**config.mk**
```make
export PLATFORM = sky130hd
export DESIGN_NAME = ccip_mmio_initiator_flat
export DESIGN_NICKNAME = d
export VERILOG_FILES = /design/src/rtl/ccip_mmio_initiator_pkg.sv /design/src/rtl/ccip_mmio_initiator_if.sv /design/src/rtl/ccip_mmio_tid_alloc.sv /design/src/rtl/ccip_mmio_initiator.sv /design/src/flat_wrapper.sv
export SDC_FILE = /design/constraint.sdc
export NUM_CORES = 1
export LEC_CHECK = 0
export CAP_MARGIN = 10
export CORE_AREA = 2 2 176 178
export DETAILED_ROUTE_END_ITERATION = 8
export DIE_AREA = 0 0 178 180
export GPL_TIMING_DRIVEN = 1
export PLACE_DENSITY = 0.74
export SLEW_MARGIN = 10
export SYNTH_ARGS = -nofsm -noshare
export SYNTH_HDL_FRONTEND = slang
export SYNTH_SLANG_ARGS = --single-unit
```
**constraint.sdc**
```tcl
create_clock -name clk -period 9.4 [get_ports clk]
set_clock_uncertainty 0.15 [all_clocks]
set_input_delay 1.41 -clock clk [delete_from_list [all_inputs] [get_ports clk]]
set_output_delay 1.41 -clock clk [all_outputs]
set_load 0.1 [all_outputs]
```
**src/rtl/ccip_mmio_initiator_pkg.sv**
```systemverilog
// ccip_mmio_initiator_pkg: entry/CCI-P MMIO types and tid helpers shared by the MMIO initiator
package ccip_mmio_initiator_pkg;
    localparam logic [1:0] MMIO_LEN_8B = 2'b01;

    typedef enum logic {FREE = 1'b0, PENDING = 1'b1} t_entry_state;

    typedef struct packed {
        t_entry_state state;
        logic [7:0]   gen;
        logic [15:0]  age;
    } t_entry;

    typedef struct packed {
        logic [15:0] address;
        logic [1:0]  length;
        logic        rsvd;
        logic [8:0]  tid;
    } t_ccip_mmio_hdr;

    typedef struct packed {
        t_ccip_mmio_hdr hdr;
        logic [63:0]    data;
        logic           rspValid;
        logic           mmioRdValid;
        logic           mmioWrValid;
    } t_if_ccip_c0_Rx;

    typedef struct packed {
        logic rspValid;
    } t_if_ccip_c1_Rx;

    typedef struct packed {
        logic           c0TxAlmFull;
        logic           c1TxAlmFull;
        t_if_ccip_c0_Rx c0;
        t_if_ccip_c1_Rx c1;
    } t_if_ccip_Rx;

    typedef struct packed {
        logic [8:0] tid;
    } t_ccip_c2_hdr;

    typedef struct packed {
        t_ccip_c2_hdr hdr;
        logic         mmioRdValid;
        logic [63:0]  data;
    } t_if_ccip_c2_Tx;

    typedef struct packed {
        t_if_ccip_c2_Tx c2;
    } t_if_ccip_Tx;

    // generation bits that do not fit above the index are dropped, so gen wraps in the tid
    function automatic logic [8:0] make_tid(input logic [7:0] gen, input logic [3:0] idx, input int unsigned iw);
        return ({1'b0, gen} << iw) | {5'b0, idx};
    endfunction

    function automatic logic [31:0] sat_inc(input logic [31:0] v, input logic en);
        return (en && v != '1) ? v + 32'd1 : v;
    endfunction
endpackage

```
**src/rtl/ccip_mmio_initiator_if.sv**
```systemverilog
// ccip_mmio_initiator_if: command stream in and response strobe out of the MMIO initiator
interface ccip_mmio_initiator_if #(parameter int NUM_TID = 4);
    localparam int IW = $clog2(NUM_TID);
    logic          cmd_valid;
    logic          cmd_ready;
    logic          cmd_write;
    logic [15:0]   cmd_addr;
    logic [63:0]   cmd_wdata;
    logic          rsp_valid;
    logic [IW-1:0] rsp_tag;
    logic [63:0]   rsp_data;
    logic          rsp_timeout;
    logic          rsp_err;

    modport master(
        output cmd_valid, cmd_write, cmd_addr, cmd_wdata,
        input  cmd_ready, rsp_valid, rsp_tag, rsp_data, rsp_timeout, rsp_err
    );

    modport slave(
        input  cmd_valid, cmd_write, cmd_addr, cmd_wdata,
        output cmd_ready, rsp_valid, rsp_tag, rsp_data, rsp_timeout, rsp_err
    );
endinterface

```
**src/rtl/ccip_mmio_tid_alloc.sv**
```systemverilog
// ccip_mmio_tid_alloc: combinational lowest-set-bit priority encoder over an entry bitmap
module ccip_mmio_tid_alloc #(
    parameter int N  = 4,
    parameter int IW = $clog2(N)
) (
    input  logic [N-1:0]  free_vec,
    output logic [IW-1:0] idx,
    output logic          any_free
);
    always_comb begin
        idx = '0;
        for (int i = N - 1; i >= 0; i--)
            if (free_vec[i]) idx = IW'(i);
    end

    assign any_free = |free_vec;
endmodule

```
**src/rtl/ccip_mmio_initiator.sv**
```systemverilog
// ccip_mmio_initiator: CCI-P MMIO requester with TID tracking and timeouts; CCIP_MMIO_INITIATOR_STATS_EN adds counters
module ccip_mmio_initiator
    import ccip_mmio_initiator_pkg::*;
#(
    parameter int NUM_TID        = 4,
    parameter int TIMEOUT_CYCLES = 512
) (
    input  logic                 clk,
    input  logic                 reset_n,
    ccip_mmio_initiator_if.slave io,
    output t_if_ccip_Rx          cp2af_sRxPort,
    input  t_if_ccip_Tx          af2cp_sTxPort,
    output logic [31:0]          stat_rd,
    output logic [31:0]          stat_wr,
    output logic [31:0]          stat_timeout,
    output logic [31:0]          stat_stray
);
    localparam int IW = $clog2(NUM_TID);
    localparam int GW = 9 - IW;
    localparam logic [15:0] AGE_MAX = 16'(TIMEOUT_CYCLES);
    localparam logic [15:0] AGE_EXP = 16'(TIMEOUT_CYCLES - 1);

    t_entry         ent [NUM_TID];
    logic [NUM_TID-1:0] free_vec, exp_vec;
    logic [IW-1:0]  alloc_idx, exp_idx, c2_idx;
    logic [GW-1:0]  c2_gen;
    logic           any_free, any_exp, hit, accept, misal, rd_acc, wr_acc, err_req, to_sel;
    logic [3:0]     err_cnt;
    t_if_ccip_c0_Rx c0_n;

    assign c2_idx = af2cp_sTxPort.c2.hdr.tid[IW-1:0];
    assign c2_gen = af2cp_sTxPort.c2.hdr.tid[8:IW];
    // stored gen has already advanced past the one carried by the outstanding tid
    assign hit = af2cp_sTxPort.c2.mmioRdValid && ent[c2_idx].state == PENDING &&
                 c2_gen == GW'(ent[c2_idx].gen - 8'd1);

    always_comb begin
        free_vec = '0;
        exp_vec  = '0;
        for (int i = 0; i < NUM_TID; i++) begin
            free_vec[i] = ent[i].state == FREE || (hit && c2_idx == IW'(i));
            exp_vec[i]  = ent[i].state == PENDING && ent[i].age >= AGE_EXP && !(hit && c2_idx == IW'(i));
        end
    end

    ccip_mmio_tid_alloc #(.N(NUM_TID), .IW(IW)) u_alloc (.free_vec(free_vec), .idx(alloc_idx), .any_free(any_free));
    ccip_mmio_tid_alloc #(.N(NUM_TID), .IW(IW)) u_exp (.free_vec(exp_vec), .idx(exp_idx), .any_free(any_exp));

    assign io.cmd_ready = reset_n && (io.cmd_write || any_free);
    assign accept  = io.cmd_valid && io.cmd_ready;
    assign misal   = accept && io.cmd_addr[0];
    assign rd_acc  = accept && !io.cmd_write && !io.cmd_addr[0];
    assign wr_acc  = accept && io.cmd_write && !io.cmd_addr[0];
    // errors that lost the port to a matched response are held back in err_cnt
    assign err_req = misal || err_cnt != 4'd0;
    assign to_sel  = !hit && !err_req && any_exp;

    always_comb begin
        c0_n = '0;
        c0_n.mmioWrValid    = wr_acc;
        c0_n.mmioRdValid    = rd_acc;
        c0_n.hdr.address    = (wr_acc || rd_acc) ? io.cmd_addr : 16'd0;
        c0_n.hdr.length     = (wr_acc || rd_acc) ? MMIO_LEN_8B : 2'b00;
        c0_n.hdr.tid        = rd_acc ? make_tid(ent[alloc_idx].gen, 4'(alloc_idx), IW) : 9'd0;
        c0_n.data           = wr_acc ? io.cmd_wdata : 64'd0;
    end

    always_ff @(posedge clk or negedge reset_n) begin
        if (!reset_n) begin
            for (int i = 0; i < NUM_TID; i++) ent[i] <= '0;
        end else begin
            for (int i = 0; i < NUM_TID; i++) begin
                if (rd_acc && alloc_idx == IW'(i))
                    ent[i] <= '{state: PENDING, gen: ent[i].gen + 8'd1, age: 16'd0};
                else if (free_vec[i] || (to_sel && exp_idx == IW'(i)))
                    ent[i].state <= FREE;
                else if (ent[i].state == PENDING && ent[i].age != AGE_MAX)
                    ent[i].age <= ent[i].age + 16'd1;
            end
        end
    end

    always_ff @(posedge clk or negedge reset_n) begin
        if (!reset_n) begin
            cp2af_sRxPort  <= '0;
            io.rsp_valid   <= 1'b0;
            io.rsp_tag     <= '0;
            io.rsp_data    <= 64'd0;
            io.rsp_timeout <= 1'b0;
            io.rsp_err     <= 1'b0;
            err_cnt        <= 4'd0;
        end else begin
            cp2af_sRxPort  <= '{c0TxAlmFull: 1'b0, c1TxAlmFull: 1'b0, c0: c0_n, c1: '0};
            io.rsp_valid   <= hit || err_req || to_sel;
            io.rsp_tag     <= hit ? c2_idx : to_sel ? exp_idx : '0;
            io.rsp_data    <= hit ? af2cp_sTxPort.c2.data : 64'd0;
            io.rsp_timeout <= to_sel;
            io.rsp_err     <= !hit && err_req;
            err_cnt        <= hit ? err_cnt + {3'b0, misal && err_cnt != 4'hf} :
                              (!misal && err_cnt != 4'd0) ? err_cnt - 4'd1 : err_cnt;
        end
    end

`ifdef CCIP_MMIO_INITIATOR_STATS_EN
    always_ff @(posedge clk or negedge reset_n) begin
        if (!reset_n) begin
            stat_rd      <= 32'd0;
            stat_wr      <= 32'd0;
            stat_timeout <= 32'd0;
            stat_stray   <= 32'd0;
        end else begin
            stat_rd      <= sat_inc(stat_rd, rd_acc);
            stat_wr      <= sat_inc(stat_wr, wr_acc);
            stat_timeout <= sat_inc(stat_timeout, to_sel);
            stat_stray   <= sat_inc(stat_stray, af2cp_sTxPort.c2.mmioRdValid && !hit);
        end
    end
`else
    assign stat_rd      = 32'd0;
    assign stat_wr      = 32'd0;
    assign stat_timeout = 32'd0;
    assign stat_stray   = 32'd0;
`endif
endmodule

```
**src/flat_wrapper.sv**
```systemverilog
// flat-port wrapper written by rule: the top's interface ports become plain ports
module ccip_mmio_initiator_flat import ccip_mmio_initiator_pkg::*;
#(
    parameter int NUM_TID        = 4,
    parameter int TIMEOUT_CYCLES = 512
)
  (clk, reset_n, cp2af_sRxPort, af2cp_sTxPort, stat_rd, stat_wr, stat_timeout, stat_stray, io_cmd_valid, io_cmd_write, io_cmd_addr, io_cmd_wdata, io_cmd_ready, io_rsp_valid, io_rsp_tag, io_rsp_data, io_rsp_timeout, io_rsp_err);
  ccip_mmio_initiator_if #(.NUM_TID(NUM_TID)) io_i ();
  input  logic clk;
  input  logic reset_n;
  output t_if_ccip_Rx cp2af_sRxPort;
  input  t_if_ccip_Tx af2cp_sTxPort;
  output logic [31:0] stat_rd;
  output logic [31:0] stat_wr;
  output logic [31:0] stat_timeout;
  output logic [31:0] stat_stray;
  input wire logic [$bits(io_i.cmd_valid)-1:0] io_cmd_valid;
  input wire logic [$bits(io_i.cmd_write)-1:0] io_cmd_write;
  input wire logic [$bits(io_i.cmd_addr)-1:0] io_cmd_addr;
  input wire logic [$bits(io_i.cmd_wdata)-1:0] io_cmd_wdata;
  output wire logic [$bits(io_i.cmd_ready)-1:0] io_cmd_ready;
  output wire logic [$bits(io_i.rsp_valid)-1:0] io_rsp_valid;
  output wire logic [$bits(io_i.rsp_tag)-1:0] io_rsp_tag;
  output wire logic [$bits(io_i.rsp_data)-1:0] io_rsp_data;
  output wire logic [$bits(io_i.rsp_timeout)-1:0] io_rsp_timeout;
  output wire logic [$bits(io_i.rsp_err)-1:0] io_rsp_err;
  assign io_i.cmd_valid = io_cmd_valid;
  assign io_i.cmd_write = io_cmd_write;
  assign io_i.cmd_addr = io_cmd_addr;
  assign io_i.cmd_wdata = io_cmd_wdata;
  assign io_cmd_ready = io_i.cmd_ready;
  assign io_rsp_valid = io_i.rsp_valid;
  assign io_rsp_tag = io_i.rsp_tag;
  assign io_rsp_data = io_i.rsp_data;
  assign io_rsp_timeout = io_i.rsp_timeout;
  assign io_rsp_err = io_i.rsp_err;
  ccip_mmio_initiator #(.NUM_TID(NUM_TID), .TIMEOUT_CYCLES(TIMEOUT_CYCLES)) u_core (.clk(clk), .reset_n(reset_n), .io(io_i), .cp2af_sRxPort(cp2af_sRxPort), .af2cp_sTxPort(af2cp_sTxPort), .stat_rd(stat_rd), .stat_wr(stat_wr), .stat_timeout(stat_timeout), .stat_stray(stat_stray));
endmodule
```
# --- Word-level counts from Yosys, hierarchy flattened ---
# Index checks and enable logic that the tools add are counted.
word_totals:
  output_inout_bits: 296
  elab_cells: 189
  register_bits: 266
  input_bits: 158
classes:
  n_reduce_logical: 79
  magnitude_cmp: 6
  eq_ne: 19
  n_addsub: 11
  bitwise: 7
  muxes: 43
ops:
  columns: ["op", "count"]
  rows:
  - ["2-to-1 mux 16 bit", 13]
  - ["2-to-1 mux 64 bit", 2]
  - ["binary-select mux 25 bit (select 2 bit)", 2]
  - ["adder 16 x 1 -> 16 bit (second input constant)", 4]
  - ["greater-or-equal comparator 16 x 9 -> 1 bit (second input constant)", 4]
  - ["!= test 16 x 10 -> 1 bit (second input constant)", 4]
  - ["2-to-1 mux 25 bit", 2]
  - ["2-to-1 mux 23 bit", 2]
  - ["logical AND 1 bit", 38]
  - ["adder 8 x 1 -> 8 bit (second input constant)", 4]
  - ["2-to-1 mux 2 bit", 10]
  - ["nonzero test 2 bit", 9]
  - ["logical OR 1 bit", 13]
  - ["== test 2 bit (second input constant)", 6]
  - ["logical NOT 1 bit", 9]
  - ["2-to-1 mux 1 bit", 9]
  - ["2-to-1 mux 9 bit", 1]
  - ["bitwise OR 9 x 2 -> 9 bit", 1]
  - ["2-to-1 mux 4 bit", 2]
  - ["!= test 2 x 1 -> 1 bit (second input constant)", 4]
  - ["AND reduction 2 bit", 4]
  - ["OR reduction 4 bit", 2]
  - ["== test 7 bit", 1]
  - ["subtractor 7 x 1 -> 7 bit (second input constant)", 1]
  - ["9 further kinds", 18]

# --- Longest topological paths before layout ---
# Gate-level depths: netlist (run 1).
depth:
  word_depth: 22
  ltp_mapped: 18

# --- By module ---
# Synthesis (run 1) repeated with hierarchy kept, for this count alone.
unflattened:
  hier_cells: 1114
  hier_area_um2: 12305.6
modules_own_cells:
  columns: ["module", "cells_per_inst", "seq_area_each_um2", "area_each_um2", "n_inst"]
  rows:
  - ["ccip_mmio_initiator", 1100, 6531.3, 12235.5, 1]
  - ["ccip_mmio_tid_alloc", 7, 0.0, 35.0, 2]

# --- Worst setup path after synthesis (run 1) ---
# No wires, ideal clock.
synth_path:
  path_kind: "input -> output"
  startpoint: "input port af2cp_sTxPort[65] (netlist bit)"
  endpoint: "output port io_cmd_ready"
  path_slack_ns: 2.811
  arrival_time_ns: 5.029
  stages: 11
  cell_sequence: "buf_6 mux4_2 inv_1 ha_1 xor2_1 nand3_1 or4_4 a211oi_4 buf_6 nor4_1 nor2b_1"
synth_between:
  elab_chain_len: 12
  word_cells_on_any_way: 23
  classes_between: "add/sub: 1; eq/ne: 4; mux: 3; bitwise: 1; reduce/logical: 14"
synth_rtl:
  columns: ["element", "line_no", "source"]
  rows:
  - ["start, declared", "flat_wrapper.sv:12", "input t_if_ccip_Tx af2cp_sTxPort;"]
  - ["NOT 2 -> 3 bit (implied by the code)", "ccip_mmio_initiator.sv:34, ccip_mmio_initiator.sv:35", null]
  - ["binary-select mux 25 bit (select 2 bit)", "ccip_mmio_initiator.sv:34, ccip_mmio_initiator.sv:35", null]
  - ["2-to-1 mux 25 bit (implied by the code) (2 in a row)", "ccip_mmio_initiator.sv:34", "assign hit = af2cp_sTxPort.c2.mmioRdValid && ent[c2_idx].state == PENDING &&"]
  - ["subtractor 7 x 1 -> 7 bit", "ccip_mmio_initiator.sv:35", "c2_gen == GW'(ent[c2_idx].gen - 8'd1);"]
  - ["== test 7 bit", "ccip_mmio_initiator.sv:35", null]
  - ["logical AND 1 bit", "ccip_mmio_initiator.sv:34", null]
  - ["logical AND 1 bit", "ccip_mmio_initiator.sv:41", "free_vec[i] = ent[i].state == FREE || (hit && c2_idx == IW'(i));"]
  - ["logical OR 1 bit", "ccip_mmio_initiator.sv:41", null]
  - ["OR reduction 4 bit (*)", "ccip_mmio_tid_alloc.sv:16", "assign any_free = |free_vec;"]
  - ["logical OR 1 bit (*)", "ccip_mmio_initiator.sv:49", "assign io.cmd_ready = reset_n && (io.cmd_write || any_free);"]
  - ["logical AND 1 bit (*)", "ccip_mmio_initiator.sv:49", null]
  - ["end, declared", "flat_wrapper.sv:21", "output wire logic [$bits(io_i.cmd_ready)-1:0] io_cmd_ready;"]
# Mark *: on every way between the ends. The rest lies on a longest branch, timed or not. The select of a mux whose other input is x is not followed.

# --- Final worst setup path (run 1) ---
# Ends and elaborated chain as after synthesis.

==> results of run 1 <==
==> per-layer routing <==
layer | vias up | global-route usage [%]
li1 | 4137 | -
met1 | 4265 | 24.0
met2 | 392 | 30.6
met3 | 44 | 3.45
met4 | 0 | 4.46
met5 | - | 0
==> flip-flops by register name, indices dropped and copies added (netlist names) <==
register and count:
u_core.io.rsp_data 64, u_core.io.rsp_timeout 1, u_core.io.rsp_err 1, u_core.cp2af_sRxPort 92
u_core.ent 96, u_core.err_cnt 4, u_core.io.rsp_valid 1, u_core.io.rsp_tag 2
==> cells in the mapped netlist (all sizes together), types with 4 or more instances <==
| cell type | count | area [µm²] |
|---|---|---|
| nor2 | 74 | 278 |
| xor2 | 11 | 96.3 |
| a222oi | 6 | 60.1 |
| o31ai | 9 | 81.3 |
| and2 | 146 | 913 |
| or4 | 4 | 33.8 |
| nand2 | 79 | 297 |
| mux4 | 8 | 180 |
| nor3 | 31 | 160 |
| mux2i | 15 | 150 |
| o21ai | 14 | 70.1 |
| mux2 | 8 | 93.8 |
| and4 | 8 | 70.1 |
| nand2b | 5 | 31.3 |
| and3 | 14 | 87.6 |
| nor4 | 28 | 188 |
| clkbuf | 20 | 75.1 |
| buf | 156 | 1140 |
| a21oi | 7 | 35.0 |
| nand3 | 26 | 130 |
| dfrtp | 261 | 6530 |
| xnor2 | 69 | 604 |
| nand4 | 22 | 144 |
| ha | 16 | 200 |
| or3 | 9 | 61.3 |
| inv | 29 | 109 |
==> cell type report <==
type	count	area (µm²)	area share [%]
multi-input combinational	790	4940	30.2
sequential	261	6530	39.9
clock inverter	18	258	1.57
inverter	29	109	0.664
clock buffer	36	772	4.71
tap	396	495	3.02
timing repair buffer	330	3280	20.0
==> worst paths after layout <==
check	depth (start not counted)	startpoint	to
min reg2reg	1	u_core.ent[4]	u_core.ent[4]
min	1	u_core.ent[4]	u_core.ent[4]
max reg2reg	12	u_core.ent[16]	u_core.ent[92]
max	12	af2cp_sTxPort[65]	io_cmd_ready
max in group asynchronous	2	reset_n	u_core.io.rsp_data[8]
min in group asynchronous	1	reset_n	u_core.ent[68]
==> power groups by stage <==
| stage | registers [W] | logic, W | clock network, W |
|---|---|---|---|
| detailed placement | 0.00139 | 0.00100 | 0 |
| floorplan | 0.00146 | 0.000718 | 0 |
| global placement | 0.00139 | 0.000981 | 0 |
| finish | 0.00138 | 0.00100 | 0.00121 |
| global route | 0.00140 | 0.00109 | 0.00129 |
| CTS | 0.00138 | 0.00101 | 0.00124 |
==> stage by stage <==
| stage | cells | hold slack [ns] | utilization [%] |
|---|---|---|---|
| after floorplan | 1256 | 0.309 | - |
| after global placement | 1806 | 0.330 | 50.9 |
| after detailed placement | 1806 | 0.345 | 50.9 |
| after CTS | 1860 | 0.360 | 54.3 |
| after global routing | 1860 | 0.395 | 54.3 |
| final | 1860 | 0.361 | 54.3 |
==> cells by family (layout without fill, tap and decap cells) <==
family	after synthesis	in the layout	synth area share, %
AND/OR/NAND/NOR	461	461	20.5
flip-flops	261	261	53.2
buffers and inverters	205	413	10.8
XOR/XNOR	80	80	5.71
AO/OA/AOI/OAI	66	66	4.50
multiplexers	31	31	3.46
adder cells (fa/ha/maj)	17	17	1.79
other	1	135	0.0306
==> cell usage in the layout, fill, tap and decap left out, types with 6 or more instances in the layout <==
master           count
mux2i_1             14
or3_1                8
conb_1             135
buf_4               12
xor2_1              11
mux2_2               7
clkdlybuf4s50_1    317
nor3_1              30
o31ai_1              7
dfrtp_1            261
and3_1              14
a222oi_1             6
clkbuf_16           29
inv_1               28
and2_1             146
nand3_1             26
nand4_1             21
and4_1               8
o21ai_0             14
bufinv_16            6
a21oi_1              7
ha_1                16
clkinv_2             6
nand2_1             79
mux4_2               8
nor2_1              74
xnor2_1             69
nor4_1              26
==> critical path: cells and delay by family <==
kind | cells | cell delay, ns
AND/OR/NAND/NOR | 4 | 1.01
AO/OA/AOI/OAI | 1 | 0.16
multiplexers | 1 | 0.66
XOR/XNOR | 1 | 0.17
buffers and inverters | 4 | 1.99
adder cells (fa/ha/maj) | 1 | 0.23
==> impl_metrics.ini, run 1 <==
[die]
start_util_pct = 40.6
dieArea_um2 = 32000
ios = 454
die_x_um = 178
fp.dieH_um = 180
core_um2 = 30200
rows = 64

[layout]
fillCellCount = 2605
diodes = 0
drive_above_1_share_pct = 6.97
syn2layout_area_growth_pct = 33.5
nets = 1616
stdcell_area_um2 = 16400

[clock_network]
cts_max_level = 1
cts_tree = yes
clk_pin_slew_ns = 0.06
cts-root-buf = clkbuf_16
ctsHoldBuffers = 0
cts.sink_count = 261
numCtsBuffers = 29
postCtsResizedCells = 0
insertion_delay_ns = 0.55
clock_path_buffers = 3
post-cts-setup-buffers = 0

[sta]
fmax_mhz = 138
fin_ws_ns = 2.16
finalHoldViolations = 0
fin_crit_sh_pct = 77.0
tightestPinTransition_ns = 1.09
period_minus_slack_ns = 7.24
slew_violations = 0
slew-limit-headroom_pct = 27.0
finalSetupViolCount = 0
setup_tns_ns = 0
rsz0062_at_grt = false

[grt]
grt_pass1_wl_um = 46500
grt_max_degree = 105
overflow = 0
grt_pass1_vias = 8552
antenna_found_initial = 0
grt_use_total_pct = 18.1

[route]
antenna_left = 0
wl_met2_um = 14700
drt_wl_total_um = 29900
highest_layer = met4
wl_met1_um = 12200
routed_via_density = 4.75
drc = 0
vias = 8838
dr_wl_met3_um = 2350
drt_iter0_drc = 373
wl_per_cell_um = 16.1
drtPass1Iterations = 6

[synthesis]
ys.flop_type = dfrtp_1
synthCells = 1122
syn_area_um2 = 12300
yosys.cell_types.count = 67
synth.yosys.seq_area_share_pct = 53.2
synth.ff_latch_count = 261
synth-edff-count = 0
syn_area_per_cell_um2 = 10.9
yosysWarnings = 0
async_flop_share_pct = 100

[status]
status = finished clean

[power]
switchingPower_w = 0.00130
powerDensity_nw_per_um2 = 219
p_sw_share_pct = 36.1
comb_power_share_pct = 28.0
cellLeakagePower_nw = 7.44
p_int_w = 0.00229
pwr-share-clk_pct = 33.6
p_seq_share_pct = 38.4
finalPower_w = 0.00359
vdd_drop_max_mv = 0.151

[critical_path]
cpMostUsedCell = buf_4
end_kind = primary output
worstPathRequired_ns = 7.84
crit_chain = clkdlybuf4s50_1, mux4_2, inv_1, ha_1, xor2_1, nand3_1, or4_4, a211oi_4, buf_4, nor4_1, nor2b_1, buf_4
path_max_fanout = 84
cp_data_arrival_time_ns = 5.68
regToRegSetupSlack_ns = 4.20
cpMaxStageDelayCell = clkdlybuf4s50_1
cpPeakStageDelay_ns = 1.00
start_kind = input port
crit_type = input port to primary output

[placement]
hpwl_um = 21500
dp_slack_ns = 2.13
post_dp_cell_area_um2 = 15400
gp_congestion = 0.846
portBuffers = 319

[min_path]
min_path_type = register to register

[job]
max-cap-violations = 0
(Power assumes the default switching activity.)
==> run 2, diff against run 1 <==
- CORE_AREA: 2 2 176 178 -> 2 2 179 181
- DIE_AREA: 0 0 178 180 -> 0 0 181 183
- PLACE_DENSITY: 0.74 -> 0.72
- clock period: 9.4 -> 7.1 ns (I/O delays scaled with it)
==> run 2 against run 1 <==
Power grew 34%. Sequential power rose by 32%. Via count is 0.29% lower. Sequential cell count stayed put. Worst hold slack worse by 0.067 ns. Clock power increased by 36%. Non-clock buffer count up 8. Worst setup slack worse by 0.85 ns. Cell count up 0.65%. Core utilization fell by 1.5 points.
==> impl_metrics.ini, run 2 (synthesis results as in run 1) <==
[sta]
finalSetupViolCount = 0
fmax_mhz = 173
period_minus_slack_ns = 5.79
rsz0062_at_grt = false
slew_violations = 0
tightestPinTransition_ns = 1.04
fin_crit_sh_pct = 81.6
hold_slack_ns = 0.294
finalHoldViolations = 0
setup_tns_ns = 0
slew-limit-headroom_pct = 30.6

[clock_network]
cts_max_level = 1
cts_tree = yes
cts-root-buf = clkbuf_16
ctsHoldBuffers = 0
clock_path_buffers = 3
postCtsResizedCells = 0
insertion_delay_ns = 0.54
cts.sink_count = 261
post-cts-setup-buffers = 0
clk_pin_slew_ns = 0.06
numCtsBuffers = 29

[critical_path]
regToRegSetupSlack_ns = 2.31
start_kind = input port
r2r-start = u_core.ent[16]
worstSetupStartpoint = af2cp_sTxPort[65]
cp_num_cells = 11
path_max_fanout = 9
end_kind = primary output
cpPeakStageDelay_ns = 0.63
crit_chain = clkdlybuf4s50_1, mux4_2, inv_1, ha_1, and4_1, o21ai_0, xor2_1, a211oi_4, nor4_1, nor2b_1, buf_12
worstPathRequired_ns = 5.88
crit_type = input port to primary output
critPathCapture = io_cmd_ready
cp_data_arrival_time_ns = 4.58
cp_top_family = simple AND/OR/NAND/NOR gates
cpMaxStageDelayCell = clkdlybuf4s50_1
rr_endpoint = u_core.err_cnt[3]
path_buf_inv = 3
r2r_cells = 16

[placement]
dp.cells = 1820
gp_congestion = 0.863
post_dp_cell_area_um2 = 15400
portBuffers = 319
hpwl_um = 21200

[route]
routed_via_density = 4.71
drc = 0
vias = 8812
drtPass1Iterations = 7
drt_iter0_drc = 472
drt_wl_total_um = 29400
wl_per_cell_um = 15.7
antenna_left = 0

[die]
ios = 454
core_um2 = 31200
start_util_pct = 39.3
fp.dieH_um = 183
die_x_um = 181
dieArea_um2 = 33100
rows = 65

[layout]
fillCellCount = 2739
layout_commonest_cell = clkdlybuf4s50_1
syn2layout_area_growth_pct = 34.4
layout_common_cells = clkdlybuf4s50_1, dfrtp_1, and2_1
finalNonFillerCells = 1872
nets = 1624
drive_above_1_share_pct = 7.21
stdcell_area_um2 = 16500
top_register = u_core.ent
reg.largest.list = u_core.ent: 96 flops, u_core.cp2af_sRxPort: 92 flops, u_core.io.rsp_data: 64 flops
largest_register_ffs = 96
diodes = 0

[grt]
antenna_found_initial = 0
grt_max_degree = 75
grt_pass1_wl_um = 46200
overflow = 0
grt_use_total_pct = 17.1
grt_pass1_vias = 8550

[min_path]
min_path_type = input port to asynchronous set/reset pin

[power]
powerDensity_nw_per_um2 = 292
finalPower_w = 0.00482
cellLeakagePower_nw = 7.50
vdd_drop_max_mv = 0.230

[job]
max-cap-violations = 0

[status]
status = finished clean
-- run 2: worst reg2reg max path, cell delays in order (launching register included) --
cell and delay [ns]:
dfrtp_1 0.49, mux4_2 0.58, inv_1 0.08, ha_1 0.23, xor2_1 0.18, nand3_1 0.13, or4_4 0.55, a211oi_4 0.43
buf_4 0.27, buf_4 0.47, nand2_1 0.11, ha_1 0.22, a21o_1 0.16, a21oi_1 0.17, nand2_1 0.07, mux2_2 0.27
xnor2_1 0.12
-- run 2: report_power, final --
part	switching, W	total, W	internal (W)
logic	0.000918	0.00134	0.000422
clock network	0.000599	0.00165	0.00105
registers	0.000193	0.00182	0.00163
-- run 2: per-stage QoR --
| step | worst slack, ns | util [%] |
|---|---|---|
| detailed placement | 1.02 | 49.4 |
| floorplan | 1.20 | - |
| finish | 1.31 | 52.8 |
| global route | 1.03 | 52.8 |
| global placement | 1.13 | 49.4 |
| CTS | 1.25 | 52.8 |
-- run 2: routing by layer --
layer	vias up	share of wire [%]	GRT usage, %
met4	0	1.9	4.49
met1	4255	42	22.3
li1	4148	-	-
met2	369	49	29.4
met3	40	7.6	3.46
met5	-	0	0
-- run 2: cell type report --
class / instances / area [µm²] / area share, %
tap: 402 / 503 / 3.05
multi-input combinational: 790 / 4940 / 30.0
inverter: 29 / 109 / 0.660
clock inverter: 12 / 241 / 1.46
timing repair buffer: 338 / 3350 / 20.3
sequential: 261 / 6530 / 39.6
clock buffer: 40 / 817 / 4.95
-- run 2: worst min-delay path by stage --
stage	to	cells after the start	slack, ns	startpoint
after CTS	u_core.ent[42]	1	0.30	reset_n
final	u_core.ent[43]	1	0.29	reset_n
after global placement	u_core.ent[4]	1	0.33	u_core.ent[4]
after global routing	u_core.ent[42]	1	0.33	reset_n
after detailed placement	u_core.ent[4]	1	0.34	u_core.ent[4]
after floorplan	u_core.ent[97]	1	0.31	u_core.ent[97]
==> run 3, diff against run 2 <==
- CORE_AREA: 2 2 179 181 -> default
- CORE_MARGIN: default -> 2
- CORE_UTILIZATION: default -> 41
- DIE_AREA: 0 0 181 183 -> default
- PLACE_DENSITY: 0.72 -> 0.78
- clock period: 7.1 -> 4.71 ns (I/O delays scaled with it)
==> run 3 against run 2 <==
Register-to-register slack got worse by 1.7 ns. Cell count grew 0.85%. Sequential cell count is the same. Design area rose by 1.0%. Core utilization is 3.6 points higher. Critical path type is now register to primary output. Largest cell class unchanged.
==> impl_metrics.ini, run 3 (synthesis results as in run 1) <==
[power]
pwr-share-clk_pct = 31.8
powerDensity_nw_per_um2 = 428
p_seq_share_pct = 38.5
p_int_w = 0.00453
vdd_drop_max_mv = 0.252
switchingPower_w = 0.00260
cellLeakagePower_nw = 7.63
comb_power_share_pct = 29.7
p_sw_share_pct = 36.5

[critical_path]
end_kind = primary output
r2r-start = u_core.ent[41]
cp_top_family = simple AND/OR/NAND/NOR gates
cp_num_cells = 11
rr_endpoint = u_core.ent[87]
worstPathRequired_ns = 3.85
cpMaxStageDelayCell = or4_4
path_buf_inv = 3
crit_type = register to primary output
regToRegSetupSlack_ns = 0.59
cp_data_arrival_time_ns = 3.54
r2r_cells = 13
crit_chain = mux4_2, inv_1, ha_1, xor2_1, nand3_1, or4_4, a211oi_4, buf_4, nor4_2, nor2b_2, buf_12
cpPeakStageDelay_ns = 0.53
start_kind = register
path_max_fanout = 6

[job]
max-cap-violations = 0

[layout]
layout_commonest_cell = clkdlybuf4s50_1
ff_latch_area_um2 = 6530
top_register = u_core.ent
finalNonFillerCells = 1888
layout_common_cells = clkdlybuf4s50_1, dfrtp_1, and2_1
syn2layout_area_growth_pct = 35.8
multi_input_area_um2 = 4950
fillCellCount = 2513
largest_register_ffs = 96
reg.largest.list = u_core.ent: 96 flops, u_core.cp2af_sRxPort: 92 flops, u_core.io.rsp_data: 64 flops
nets = 1651
drive_above_1_share_pct = 9.15
diodes = 0

[sta]
slew_violations = 0
finalSetupViolCount = 0
tightestPinTransition_ns = 1.20
rsz0062_at_grt = false
period_minus_slack_ns = 4.40
slew-limit-headroom_pct = 19.5
fin_ws_ns = 0.314
fmax_mhz = 227
finalHoldViolations = 0
fin_crit_sh_pct = 93.3

[min_path]
holdPathStages = 1
holdPathEnd = u_core.ent[4]
min_path_type = register to register
hold_start = u_core.ent[4]

[die]
rows = 63
core_um2 = 29600
ios = 454
start_util_pct = 41.5
die_x_um = 177
fp.dieH_um = 177
dieArea_um2 = 31300

[route]
drt_iter0_drc = 567
wl_per_cell_um = 15.9
wl_met2_um = 14800
vias = 9049
antenna_left = 0
dr_wl_met3_um = 2610
highest_layer = met4
drtPass1Iterations = 5
wl_met1_um = 11900
drc = 0
routed_via_density = 4.79
drt_wl_total_um = 30100

[placement]
hpwl_um = 22200
portBuffers = 319
dp.cells = 1834
dp_slack_ns = -0.147
gp_congestion = 0.885

[grt]
grt_pass1_wl_um = 46800
antenna_found_initial = 0
grt_max_degree = 80
grt_use_total_pct = 18.6
grt_pass1_vias = 8841
overflow = 0

[clock_network]
insertion_delay_ns = 0.56
cts-root-buf = clkbuf_16
cts_tree = yes
cts_max_level = 1
numCtsBuffers = 28
cts.sink_count = 261
clk_pin_slew_ns = 0.06
clock_path_buffers = 3

[status]
status = finished clean
-- run 3: cell types whose count changed in the layout (fill, tap and decap cells not counted), moves of 2 or more --
cell / before / now
bufinv_16: 7 / 3
clkinv_2: 3 / 6
clkinv_4: 1 / 3
buf_12: 1 / 4
buf_4: 19 / 43
clkbuf_1: 6 / 4
-- run 3: metrics by stage --
step	TNS [ns]	instance area, µm²	total power (W)	hold slack (ns)	util, %
final	0	16700	0.00713	0.360	56.4
after global routing	0	16700	0.00749	0.369	56.4
after CTS	0	16700	0.00719	0.360	56.4
after detailed placement	-0.280	15700	0.00489	0.348	53.0
after global placement	0	15700	0.00482	0.326	53.0
after floorplan	0	12800	0.00435	0.261	-
-- run 3: layout make-up --
cell class	count	share of cell area (%)
clock buffer	38	4.79
clock inverter	14	1.10
inverter	29	0.653
multi-input combinational	790	29.7
sequential	261	39.2
tap	390	2.93
timing repair buffer	366	21.6
-- run 3: per-layer routing --
metal | global-route usage [%] | vias up
met5 | 0 | -
met1 | 23.9 | 4400
met4 | 5.34 | 0
li1 | - | 4203
met3 | 4.23 | 50
met2 | 31.4 | 396
-- run 3: power groups by stage --
stage	clock (W)	combinational, W	sequential [W]
2_1_floorplan	0	0.00143	0.00292
3_3_place_gp	0	0.00206	0.00276
3_5_place_dp	0	0.00211	0.00277
4_1_cts	0.00233	0.00212	0.00274
5_1_grt	0.00243	0.00228	0.00278
6_report	0.00226	0.00212	0.00274
-- run 3: worst reg2reg max path, delay by kind of cell, from the launching register on --
kind	cells	cell delay, ns
buf+inv	3	0.52
xor+xnor	2	0.44
compound gates	2	0.21
fa+ha+maj	1	0.23
flops	1	0.49
simple gates	4	1.44
mux	1	0.52
-- run 3: repair_timing --
action                                 in CTS  in global routing
pin swaps                                   1                  0
endpoints found under the hold margin      48                  0
hold buffers                                1                  0
gates resized for setup                     1                  1
buffers inserted                            1                  0
setup endpoints to repair                   1                  1
-- run 3: worst max path at each step --
stage                                  from  slack (ns)                 to
after global placement    af2cp_sTxPort[65]       0.009  u_core.err_cnt[1]
final                        u_core.ent[41]        0.31       io_cmd_ready
after floorplan           af2cp_sTxPort[65]        0.06       io_cmd_ready
after global routing         u_core.ent[41]        0.18       io_cmd_ready
after detailed placement  af2cp_sTxPort[65]       -0.15  u_core.err_cnt[1]
after CTS                 af2cp_sTxPort[65]        0.08       io_cmd_ready
